--- src/rtl/sdram_port_arbiter.sv ---
// Arbitrates the SDRAM controller between LCD refill burst reads (priority) and renderer writes.
// Define ARB_WRITE_PREEMPT_EN to let a rising display read need cut a write run short.
module sdram_port_arbiter #(
    parameter int ADDR_WIDTH        = 22,
    parameter int DATA_WIDTH        = 32,
    parameter int FRAME_PIXELS      = 384000,
    parameter int READ_BURST_LENGTH = 8,
    parameter int FIFO_PTR_WIDTH    = 10,
    parameter int RD_LOW_WATER      = 496,
    parameter int WRITE_MAX_RUN     = 16
) (
    input  logic                      clk,
    input  logic                      rst_n,
    input  logic                      enable,
    input  logic [FIFO_PTR_WIDTH-1:0] rd_fifo_used,
    output logic [DATA_WIDTH-1:0]     rd_data,
    output logic                      rd_data_valid,
    output logic                      rd_first_ready,
    input  logic                      wr_valid,
    input  logic [ADDR_WIDTH-1:0]     wr_addr,
    input  logic [DATA_WIDTH-1:0]     wr_data,
    output logic                      wr_ready,
    output logic [1:0]                mem_command,
    output logic [ADDR_WIDTH-1:0]     mem_address,
    output logic [DATA_WIDTH-1:0]     mem_write_data,
    input  logic [DATA_WIDTH-1:0]     mem_read_data,
    input  logic                      mem_read_valid,
    input  logic                      mem_write_done
);

    localparam int BEAT_W = (READ_BURST_LENGTH > 1) ? $clog2(READ_BURST_LENGTH) : 1;
    localparam int RUN_W  = (WRITE_MAX_RUN > 1) ? $clog2(WRITE_MAX_RUN) : 1;
    localparam logic [BEAT_W-1:0]         BEAT_LAST  = BEAT_W'(READ_BURST_LENGTH - 1);
    localparam logic [RUN_W-1:0]          RUN_LAST   = RUN_W'(WRITE_MAX_RUN - 1);
    localparam logic [ADDR_WIDTH-1:0]     FRAME_LAST = ADDR_WIDTH'(FRAME_PIXELS - 1);
    localparam logic [FIFO_PTR_WIDTH-1:0] LOW_WATER  = FIFO_PTR_WIDTH'(RD_LOW_WATER);

    // State encoding doubles as the controller command.
    typedef enum logic [1:0] {
        ST_IDLE  = 2'd0,
        ST_WRITE = 2'd1,
        ST_READ  = 2'd2
    } state_t;

    state_t              state;
    logic [ADDR_WIDTH-1:0] rd_ptr;
    logic [BEAT_W-1:0]     beat_cnt;
    logic [RUN_W-1:0]      run_cnt;

    logic rd_need;
    logic wr_addr_ok;
    logic run_may_continue;
    logic read_beat;
    logic write_done;
    logic drop_word;

    assign rd_need    = enable && (rd_fifo_used <= LOW_WATER);
    assign wr_addr_ok = (wr_addr <= FRAME_LAST);
    assign read_beat  = (state == ST_READ) && mem_read_valid;
    assign write_done = (state == ST_WRITE) && mem_write_done;
    // Out-of-frame words are consumed and discarded so the renderer never stalls on them.
    assign drop_word  = rst_n && (state == ST_IDLE) && !rd_need && wr_valid && !wr_addr_ok;

`ifdef ARB_WRITE_PREEMPT_EN
    assign run_may_continue = !rd_need;
`else
    assign run_may_continue = 1'b1;
`endif

    always_comb begin
        mem_command    = state;
        mem_address    = '0;
        mem_write_data = '0;
        rd_data        = '0;
        rd_data_valid  = read_beat;
        wr_ready       = write_done || drop_word;
        if (state == ST_READ) begin
            mem_address = rd_ptr;
        end else if (state == ST_WRITE) begin
            mem_address    = wr_addr;
            mem_write_data = wr_data;
        end
        if (read_beat) begin
            rd_data = mem_read_data;
        end
    end

    always_ff @(posedge clk or negedge rst_n) begin
        if (!rst_n) begin
            state          <= ST_IDLE;
            rd_ptr         <= '0;
            beat_cnt       <= '0;
            run_cnt        <= '0;
            rd_first_ready <= 1'b0;
        end else begin
            case (state)
                ST_IDLE: begin
                    if (rd_need) begin
                        state    <= ST_READ;
                        beat_cnt <= '0;
                    end else if (wr_valid && wr_addr_ok) begin
                        state   <= ST_WRITE;
                        run_cnt <= '0;
                    end
                end
                ST_READ: begin
                    if (mem_read_valid) begin
                        rd_ptr   <= (rd_ptr == FRAME_LAST) ? '0 : rd_ptr + 1'b1;
                        beat_cnt <= beat_cnt + 1'b1;
                        if (beat_cnt == BEAT_LAST) begin
                            state          <= ST_IDLE;
                            rd_first_ready <= 1'b1;
                        end
                    end
                end
                ST_WRITE: begin
                    if (mem_write_done) begin
                        run_cnt <= run_cnt + 1'b1;
                        if (!(run_may_continue && (run_cnt < RUN_LAST))) begin
                            state <= ST_IDLE;
                        end
                    end else if (!wr_valid || !wr_addr_ok) begin
                        state <= ST_IDLE;
                    end
                end
                default: state <= ST_IDLE;
            endcase
        end
    end

endmodule

--- config.mk ---
export PLATFORM = sky130hd
export DESIGN_NAME = sdram_port_arbiter
export DESIGN_NICKNAME = d
export VERILOG_FILES = /design/src/rtl/sdram_port_arbiter.sv
export SDC_FILE = /design/constraint.sdc
export NUM_CORES = 1
export LEC_CHECK = 0
export ABC_AREA = 0
export CAP_MARGIN = 20
export CORE_MARGIN = 2
export CORE_UTILIZATION = 34
export CTS_BUF_LIST = sky130_fd_sc_hd__clkbuf_4
export CTS_CLUSTER_SIZE = 12
export DETAILED_ROUTE_END_ITERATION = 12
export GPL_ROUTABILITY_DRIVEN = 1
export PLACE_DENSITY = 0.9
export SYNTH_ARGS = -nofsm -noshare
export SYNTH_HDL_FRONTEND = slang
export SYNTH_SLANG_ARGS = --single-unit
export TNS_END_PERCENT = 30
--- constraint.sdc ---
create_clock -name clk -period 2.4 [get_ports clk]
set_input_delay 0.48 -clock clk [delete_from_list [all_inputs] [get_ports clk]]
set_output_delay 0.48 -clock clk [all_outputs]
set_load 0.03 [all_outputs]
# == After elaboration in Yosys (flattened, before gate mapping) ==
# Cells that the tools add are included.
# totals
reg_bits,32
latch_bits,0
ram_bits,0
mem_bits_ro,0
input_bits,102
wordCells,66
mem_count,0
# classes
n_addsub,3
multipliers,0
div,0
magnitude_cmp,3
eq_ne,13
n_shift,0
muxes,21
bitwise_logic,0
n_reduce_logical,21
# ops
cell,n
2-to-1 mux 32 bit,3
2-to-1 mux 22 bit,3
adder 22 x 1 -> 22 bit (second input constant),1
equality test 22 x 19 -> 1 bit (second input constant),1
less-or-equal comparator 22 x 19 -> 1 bit (second input constant),1
2-to-1 mux 2 bit,7
2-to-1 mux 4 bit,3
less-or-equal comparator 10 x 9 -> 1 bit (second input constant),1
logical AND 1 bit,8
inequality test 2 bit (second input constant),4
case mux 4 bit (2 select lines),1
2-to-1 mux 3 bit,2
inequality test 3 x 2 -> 1 bit (second input constant),2
case mux 2 bit (3 select lines),1
case mux 3 bit (2 select lines),1
AND reduction 3 bit,2
AND reduction 5 bit,1
adder 4 x 1 -> 4 bit (second input constant),1
less-than comparator 4 bit (second input constant),1
inequality test 2 x 1 -> 1 bit (second input constant),2
AND reduction 4 bit,1
nonzero test 2 bit,2
adder 3 x 1 -> 3 bit (second input constant),1
equality test 3 bit (second input constant),1
other kinds (7),10

# == Depth between registers and ports, before layout ==
# logic_depth
ltp_word,7
ltp_mapped,7
depth_no_buf,6

# == Worst setup path before layout ==
# OpenSTA, ideal clock, no wires.
# synth_timing
path_kind,input port to output port
from,input rd_fifo_used[4]
to,output wr_ready
arrival_time_ps,1866
required_time_ps,1920
slack_ps,54
cell_stages,5
n_path_buf,0
path_cell_list,nand3_1 -> o311ai_1 -> nand2_1 -> or3_1 -> a21oi_1
# synth_via
elab_chain_len,7
# synth_rtl
element,line_no,rtl
"start, declared",15,"input logic [FIFO_PTR_WIDTH-1:0] rd_fifo_used,"
less-or-equal comparator 10 x 9 -> 1 bit,57,assign rd_need = enable && (rd_fifo_used <= LOW_WATER);
logical AND 1 bit,57,
logical NOT 1 bit,62,assign drop_word = rst_n && (state == ST_IDLE) && !rd_need && wr_valid && !wr_addr_ok;
logical AND 1 bit (3 in series),62,
logical OR 1 bit,76,wr_ready = write_done || drop_word;
"end, declared",22,"output logic wr_ready,"
# No other way between the ends.

# == Worst setup path in the final report ==
# Ends and elaborated chain as after synthesis.

==> metrics.txt <==
status=completed; Gate power share=57.3%; XOR/XNOR share of the synthesized area=4.71%; Cell variety after synth=50; Post-synth top flop=dfrtp_1; clk_lat worst skew=0.33 ns; via count=3043; GPL Wtd Cong=0.897; required time worst endpoint=1.92 ns; GRT Residual Overflow=0; final hold slack=0.466 ns; pwr dens=546 nW/um^2; Fmax=0.428 GHz; global-route track usage on met2=39.2%; Chip Width=88.3 um; TritonRoute pass-1 iters=4; Clk network pwr share=12.1%; layout cells sized above 1=28.7%; Post-Syn Instances=286; Post-route DRC=0; Place WS=-0.404 ns; Setup crit start kind=primary input; Hold Crit Depth=1; layer with the highest usage=met2; antenna violations before repair=0; Min-Delay Startpoint=rd_first_ready; capturing point of the worst reg2reg path=rd_ptr[12]; WL per Instance=15.4 um; Tcrit/Tclk final=97.4%; CTS buffer count=5; first-pass GRT wire length=13500 um; Synthesized Nets=392; # rows=30; Reg power frac=30.6%; first-iteration detailed-routing DRC count=126; post-synthesis sequential area ratio=33.1%; Area growth syn-to-layout=85.1%; FF-to-FF path depth=6; pin count of the biggest net entering global routing=34; met1 usage=26.3%; VDD IR-drop max=0.453 mV; I/O pins=193; ys async rst share=100%; syn avg cell area=8.45 um^2; simple-gate portion of the synthesized area=37.1%; R2R Setup Slk=0.44 ns; CTS tree=built; setup TNS=0 ns; Worst Hold End=rd_first_ready; Worst slew margin=71.9%; Fin. Hold Viols=0; mean number of vias per cell=5.18; Final HPWL DP=6970 um; Final nets=598; sw power=0.00107 W; post-synthesis mux area share=0.414%; number of flops mapped to enable cells by yosys=0; vias in the first global route=2943; grt met3 use=4.57%; worst setup margin=0.0634 ns; CTS Sinks=32; total die area=7800 um^2; max-cap violations=0; Total GRT Usage=21.9%; worst flop-to-flop path startpoint=rd_ptr[0]; area of the core=6830 um^2; IO buf count=192; compound-cell area share of the yosys netlist=18.1%; Total Wirelength=9040 um; Min-Delay Path Class=flop to flop; synth warn=0; final setup fails=0; Worst Setup End Kind=output pin; clk buf depth=2; adder-cell share of the synthesized area=2.07%; WS Path Type=primary input to output pin; CP Max Fanout=2; ANT cells=0; Final Critical Period=2.34 ns; total internal power=0.00138 W; largest family of logic cells by synthesized area=simple AND/OR/NAND/NOR gates; Die Ht=88.3 um; Sw Share=43.7%; Clock Skew=0.00952 ns; Slew Viols, Final=0; total standard cell area after synthesis=2420 um^2; Yosys reg bits=32; leakage=2.18 nW; Post-DRT Antenna Nets=0; cts-stage hold buffer count=0; Initial Util=35.4%; CTS root buf=clkbuf_4; H-tree depth=2; Worst EP arrival=1.86 ns; Worst-path clk slew=0.10 ns; worst slew pin tran=0.416 ns
-- cells in the mapped netlist (all sizes together) (4+ instances only) --
master / count / area, um^2
and3: 37 / 233
o21ai: 13 / 65.1
ha: 4 / 50.1
nand2: 21 / 78.8
nand4: 11 / 75.1
a22o: 22 / 194
xnor2: 12 / 105
a21oi: 8 / 40.0
nor2: 8 / 37.5
a31oi: 4 / 25.0
nand3: 10 / 50.1
inv: 5 / 18.8
nor3: 5 / 35.0
dfrtp: 32 / 801
clkbuf: 17 / 63.8
nor2b: 5 / 31.3
and2: 35 / 219
-- sequential cells by signal (all words and copies together) (netlist names) --
signal / flops
beat_cnt: 3
rd_first_ready: 1
mem_command: 2
rd_ptr: 22
run_cnt: 4
-- critical path, stage by stage --
cell           delay, ns
dlygate4sd2_1       0.25
nand3_2             0.11
o311ai_4            0.28
nand2_1             0.11
or3_1               0.33
a21oi_2             0.15
buf_6               0.14
-- layer usage --
metal	share of wire, %	vias up
met1	41	1424
met5	0	-
met2	49	142
li1	-	1460
met4	2.1	0
met3	7.5	17
-- cells in the final DEF, fill, tap and decap left out, types with 2 or more instances in the layout --
cell | netlist | final
buf_4 | 0 | 112
clkdlybuf4s50_1 | 0 | 84
and3_1 | 36 | 36
and2_1 | 35 | 35
dfrtp_1 | 32 | 32
a22o_1 | 21 | 21
nand2_1 | 21 | 20
dlygate4sd2_1 | 0 | 17
xnor2_1 | 12 | 12
nand4_1 | 10 | 10
nand3_1 | 10 | 9
o21ai_0 | 9 | 8
a21oi_1 | 8 | 7
nor2_1 | 7 | 7
clkbuf_4 | 0 | 6
inv_1 | 5 | 5
nor2b_1 | 5 | 4
o21ai_1 | 4 | 4
ha_1 | 4 | 4
nor3_1 | 3 | 3
a31oi_1 | 4 | 3
a21o_1 | 3 | 3
dlymetal6s2s_1 | 0 | 3
or3_1 | 2 | 2
nor4_1 | 3 | 2
nor3_2 | 2 | 2
nand3b_1 | 2 | 2
nand2b_1 | 2 | 2
a22oi_1 | 2 | 2
a211o_1 | 2 | 2
buf_6 | 1 | 2
-- cell type report --
cell class,instances,area [um^2]
Tap cell,96,120
Inverter,6,22.5
Multi-Input combinational cell,228,1570
Clock inverter,1,5.00
Sequential cell,32,801
Clock buffer,6,45.0
Fill cell,593,2360
Timing Repair Buffer,219,1910
-- repair_timing --
| item | in CTS | in global routing |
|---|---|---|
| setup endpoints to repair | 1 | 29 |
| buffers inserted | 8 | 1 |
| endpoints found under the hold margin | 0 | 0 |
| gates resized for setup | 27 | 10 |
| gates cloned | 0 | 1 |
| pin swaps | 9 | 3 |
-- cells by family after synthesis --
kind of cell | count (synthesis)
AND/OR/NAND/NOR | 149
AO/OA/AOI/OAI | 61
flip-flops | 32
buffers and inverters | 26
XOR/XNOR | 13
adder cells (fa/ha/maj) | 4
multiplexers | 1
-- power by group through the flow --
| stage | logic, W | clock network, W | registers [W] |
|---|---|---|---|
| 5_1_grt | 0.00150 | 0.000331 | 0.000760 |
| 6_report | 0.00140 | 0.000296 | 0.000746 |
| 3_5_place_dp | 0.00138 | 0 | 0.000755 |
| 4_1_cts | 0.00139 | 0.000301 | 0.000743 |
| 3_3_place_gp | 0.00135 | 0 | 0.000749 |
| 2_1_floorplan | 0.000781 | 0 | 0.000753 |
-- per-stage QoR --
stage | utilization, % | std cells | area [um^2] | power [W]
after floorplan | - | 286 | 2420 | 0.00153
after global placement | 62.9 | 571 | 4290 | 0.00210
after detailed placement | 62.9 | 571 | 4290 | 0.00213
after CTS | 64.9 | 586 | 4430 | 0.00244
after global routing | 65.5 | 588 | 4480 | 0.00259
final | 65.5 | 588 | 4480 | 0.00244
-- how the worst max path moves through the flow --
stage / from / to / slack (ns) / cells past startpoint
after floorplan: rd_fifo_used[4] / wr_ready / 0.05 / 5
after global placement: rd_fifo_used[4] / wr_ready / -0.38 / 7
after detailed placement: rd_fifo_used[4] / wr_ready / -0.40 / 7
after CTS: mem_read_valid / rd_data[0] / 0.01 / 5
after global routing: rd_fifo_used[4] / wr_ready / -0.004 / 7
final: rd_fifo_used[4] / wr_ready / 0.06 / 7
No activity file was read; power rests on OpenSTA's default activity.
